### config.mk
export PLATFORM = sky130hd
export DESIGN_NAME = frog_input_conditioner
export DESIGN_NICKNAME = d
export VERILOG_FILES = /design/src/rtl/frog_input_conditioner.sv
export SDC_FILE = /design/constraint.sdc
export NUM_CORES = 1
export LEC_CHECK = 0
export BUFFER_PORTS_ARGS = -buffer_cell sky130_fd_sc_hd__buf_2
export CAP_MARGIN = 20
export CORE_ASPECT_RATIO = 0.8
export CORE_MARGIN = 1
export CORE_UTILIZATION = 50
export DETAILED_ROUTE_END_ITERATION = 7
export GPL_TIMING_DRIVEN = 0
export PLACE_DENSITY = 0.75
export SLEW_MARGIN = 20
export SYNTH_ARGS = -nofsm -noshare
export SYNTH_HDL_FRONTEND = slang
export SYNTH_SLANG_ARGS = --single-unit
### constraint.sdc
create_clock -name clk -period 6.8 [get_ports clk]
set_clock_uncertainty 0.1 [all_clocks]
set_input_delay 1.36 -clock clk [delete_from_list [all_inputs] [get_ports clk]]
set_output_delay 1.36 -clock clk [all_outputs]
set_load 0.01 [all_outputs]
### src/rtl/frog_input_conditioner.sv
// frog_input_conditioner: synchronises, debounces and edge-detects the four
// raw board switches, then issues queued presses one per cycle as move pulses
// in priority order up > down > left > right.
// Optional build macro FROG_INPUT_AUTO_REPEAT_EN adds hold-to-repeat timers.
module frog_input_conditioner #(
  parameter int unsigned DEBOUNCE_CYCLES = 250000,
  parameter int unsigned REPEAT_DELAY    = 12500000,
  parameter int unsigned REPEAT_PERIOD   = 5000000
) (
  input  logic       clk,
  input  logic       reset,
  input  logic       switch1,
  input  logic       switch2,
  input  logic       switch3,
  input  logic       switch4,
  output logic       move_up,
  output logic       move_down,
  output logic       move_left,
  output logic       move_right,
  output logic [1:0] move_dir,
  output logic [3:0] held
);

  localparam int unsigned CNT_W = $clog2(DEBOUNCE_CYCLES);
  localparam logic [CNT_W-1:0] CNT_LAST = CNT_W'(DEBOUNCE_CYCLES - 1);

  logic [3:0]       w_raw;
  logic [3:0]       r_sync1;
  logic [3:0]       r_sync2;
  logic [3:0]       r_db;
  logic [CNT_W-1:0] r_cnt [4];
  logic [3:0]       w_toggle;
  logic [3:0]       w_db_next;
  logic [3:0]       w_rise;
  logic [3:0]       w_rpt_set;
  logic [3:0]       w_set;
  logic [3:0]       r_pending;
  logic [3:0]       w_issue;
  logic [1:0]       w_dir;
  logic [3:0]       r_move;
  logic [1:0]       r_dir;

  assign w_raw = {switch4, switch3, switch2, switch1};

  // A level toggles once the sync output has disagreed for DEBOUNCE_CYCLES cycles
  always_comb begin
    w_toggle = '0;
    for (int i = 0; i < 4; i++) begin
      w_toggle[i] = (r_sync2[i] != r_db[i]) && (r_cnt[i] == CNT_LAST);
    end
    w_db_next = r_db ^ w_toggle;
    w_rise    = w_toggle & w_db_next;
  end

  // Two-flop synchronisers, per-switch debounce counters and debounced levels
  always_ff @(posedge clk) begin
    if (reset) begin
      r_sync1 <= '0;
      r_sync2 <= '0;
      r_db    <= '0;
      for (int i = 0; i < 4; i++) begin
        r_cnt[i] <= '0;
      end
    end else begin
      r_sync1 <= w_raw;
      r_sync2 <= r_sync1;
      r_db    <= w_db_next;
      for (int i = 0; i < 4; i++) begin
        if ((r_sync2[i] == r_db[i]) || w_toggle[i]) begin
          r_cnt[i] <= '0;
        end else begin
          r_cnt[i] <= r_cnt[i] + CNT_W'(1);
        end
      end
    end
  end

`ifdef FROG_INPUT_AUTO_REPEAT_EN
  localparam int unsigned RPT_W = $clog2(REPEAT_DELAY);
  localparam logic [RPT_W-1:0] RPT_LAST   = RPT_W'(REPEAT_DELAY - 1);
  localparam logic [RPT_W-1:0] RPT_RELOAD = RPT_W'(REPEAT_DELAY - REPEAT_PERIOD);

  logic [RPT_W-1:0] r_rpt [4];

  // Repeat request fires when a held level's timer reaches its last count
  always_comb begin
    w_rpt_set = '0;
    for (int i = 0; i < 4; i++) begin
      w_rpt_set[i] = r_db[i] && (r_rpt[i] == RPT_LAST);
    end
  end

  // Hold timers: first repeat after REPEAT_DELAY, then every REPEAT_PERIOD
  always_ff @(posedge clk) begin
    if (reset) begin
      for (int i = 0; i < 4; i++) begin
        r_rpt[i] <= '0;
      end
    end else begin
      for (int i = 0; i < 4; i++) begin
        if (!r_db[i]) begin
          r_rpt[i] <= '0;
        end else if (w_rpt_set[i]) begin
          r_rpt[i] <= RPT_RELOAD;
        end else begin
          r_rpt[i] <= r_rpt[i] + RPT_W'(1);
        end
      end
    end
  end
`else
  logic w_unused_cfg;
  assign w_unused_cfg = ^{REPEAT_DELAY, REPEAT_PERIOD};
  assign w_rpt_set    = '0;
`endif

  // Arbiter picks the lowest set pending bit (up has priority) and encodes it
  always_comb begin
    w_set   = w_rise | w_rpt_set;
    w_issue = r_pending & (~r_pending + 4'd1);
    w_dir   = 2'd0;
    if (w_issue[0]) begin
      w_dir = 2'd0;
    end else if (w_issue[1]) begin
      w_dir = 2'd1;
    end else if (w_issue[2]) begin
      w_dir = 2'd2;
    end else if (w_issue[3]) begin
      w_dir = 2'd3;
    end
  end

  // Pending queue (a new set beats a same-cycle issue) and registered move outputs
  always_ff @(posedge clk) begin
    if (reset) begin
      r_pending <= '0;
      r_move    <= '0;
      r_dir     <= 2'd0;
    end else begin
      r_pending <= (r_pending & ~w_issue) | w_set;
      r_move    <= w_issue;
      if (|w_issue) begin
        r_dir <= w_dir;
      end
    end
  end

  assign move_up    = r_move[0];
  assign move_down  = r_move[1];
  assign move_left  = r_move[2];
  assign move_right = r_move[3];
  assign move_dir   = r_dir;
  assign held       = r_db;

endmodule
==> impl_metrics.yaml <==
outcome:
  status: "complete, no violations"
floorplan:
  initial_utilization_pct: 51.7
  chipWidth_um: 110
  die_y_um: 88.6
  core_um2: 9080
  dieArea_um2: 9780
  io_pins: 16
  num_rows: 31
critical_path:
  start_kind: "flop"
  critPathArrivalTime_ns: 2.60
  worstSetupPathType: "reg2reg"
  endpoint_kind: "flop"
  crit_required_ns: 6.79
  cp_max_fo: 10
synth:
  synth_edf_count: 72
  synthDistinctLibCells: 43
  synthArstFlopShare_pct: 0
  yosysWarnings: 0
  synthCells: 444
  synth_flop_cell: "edfxtp_1"
  avgSynthCellArea_um2: 10.6
  ys_seq_area_share_pct: 55.5
  ys_ff_latch: 94
  synth_area_um2: 4690
drt:
  viasPerCell: 5.14
  routed_wl_um: 8450
  ant_nets: 0
  vias: 3394
  post_drt_wl_per_cell_um: 12.8
  drc_errors: 0
  drt_iter0_drc: 112
  drt_pre_antenna_iters: 4
power:
  p_total_uw: 1210
  leakagePower_uw: 0.00186
  power_density_nw_per_um2: 221
  ir_drop_mv: 0.146
global_route:
  grt_pass1_vias: 3047
  antenna_found_initial: 0
  grt_max_degree: 16
  grt-ovfl-total: 0
  grt_pass1_wl_um: 13800
  grt_usage_pct: 18.6
cts:
  clock_sinks: 94
  clock_latency_ns: 0.34
  cts_buffers: 9
  cts_setup_buffers: 0
  hold_buffers: 0
  h-tree-depth: 3
  clk_pin_slew_ns: 0.06
  cts_resized: 0
  clk_path_buf_depth: 2
  cts_root_buf: "clkbuf_16"
  cts_tree: "yes"
layout:
  nets: 550
  final_common_cell: "nor2_1"
  antenna_cells: 0
  final_core_util_pct: 60.3
  drive_gt1_share_pct: 7.52
  syn_to_final_growth_pct: 16.7
  mostFrequentLayoutCells: "81 x nor2_1, 72 x edfxtp_1, 72 x conb_1, 42 x xnor2_1, 27 x nand3_1"
flow_run:
  maxCapViolCount: 0
timing:
  setup_viol: 0
  post-route-min-period_ns: 2.61
  slew_headroom_pct: 56.1
  finalSetupTns_ns: 0
  final-max-slew-violation-count: 0
  rsz0062_at_grt: "false"
  fin_crit_sh_pct: 38.4
  worst_slew_pin_slew_ns: 0.653
  fmax_mhz: 383
  hold_viol_final: 0
placement:
  port-buffer-count: 14
  place_hpwl_um: 5920
  gp_congestion: 0.794
hold_path:
  min_path_type: "reg2reg"
flip-flops by register name (all words and copies together), names as in the netlist, named ones only:
name and cells:
r_sync1 4, r_pending 4, r_move 4, r_sync2 4, move_dir 2, r_cnt 72
power breakdown:
part	internal, uW	leakage (uW)	switching, uW
logic	19.5	0.000793	27.7
clock network	290	0.000146	211
registers	638	0.000922	22.8
cells in the mapped netlist, drive strengths merged (4+ instances only):
library cell  count  share of area [%]
nor2             81                6.5
dfxtp            22                9.4
nor3             15                1.6
edfxtp           72                 46
clkbuf            4               0.32
ha                4                1.1
and2              5               0.67
xnor2            42                7.8
a21oi            13                1.4
or3               9                1.2
buf               5               0.77
inv              13                1.0
and4              4               0.75
nand3            27                2.9
nand2b            6               0.80
xor2             17                3.2
or4               8                1.4
nand4            22                2.9
nor2b             9                1.2
o31ai             4               0.64
nor4             18                2.4
nand2            14                1.1
o21ai            12                1.7
final timing paths:
kind	start	to	slack [ns]	depth (start not counted)
worst min-delay path	r_sync1[1]	r_sync2[1]	0.34	1
worst max register to register	r_cnt[0][0]	r_cnt[0][11]	4.19	6
worst max-delay path	r_cnt[0][0]	r_cnt[0][11]	4.19	6
worst min register to register	r_sync1[1]	r_sync2[1]	0.34	1
critical path, stage by stage, from the launching register on:
cell	delay (ns)
edfxtp_1	0.40
ha_1	0.22
nand3_1	0.21
or4_1	0.53
o21ai_1	0.51
buf_2	0.33
nor2_1	0.07
through the flow:
step	setup slack, ns	hold WS (ns)	instance area [um2]	instances
final	4.19	0.336	5480	660
after detailed placement	4.15	0.326	5170	644
after global placement	4.14	0.315	5170	644
after global routing	3.99	0.354	5480	660
after CTS	4.20	0.341	5480	660
after floorplan	4.40	0.314	4960	515
final cells by class:
class / count / area [um2]
multi-input combinational: 399 / 2260
sequential: 94 / 2600
clock buffer: 12 / 278
timing repair buffer: 14 / 70.1
buffer: 9 / 51.3
fill: 794 / 3600
clock inverter: 4 / 26.3
tap: 115 / 144
inverter: 13 / 48.8
kinds of logic (layout without fill, tap and decap cells):
family / after synthesis / after routing / synth area share [%]
AOI/OAI and AO/OA: 31 / 31 / 4.08
muxes: 3 / 3 / 0.640
other: 1 / 72 / 0.0799
DFF: 94 / 94 / 55.5
adders and majority gates: 4 / 4 / 1.07
and+or+nand+nor: 230 / 230 / 25.5
xor gates and xnor gates: 59 / 59 / 11.0
buffers and inverters: 22 / 52 / 2.13
metal layers:
layer / track usage (%) / vias up / part of all wire, %
li1: - / 1735 / -
met1: 23.8 / 1594 / 47
met2: 29.9 / 58 / 47
met3: 6.26 / 7 / 5.0
met4: 5.50 / 0 / 0.98
met5: 0 / - / 0
Note: power is estimated with default switching activity, not from simulation.
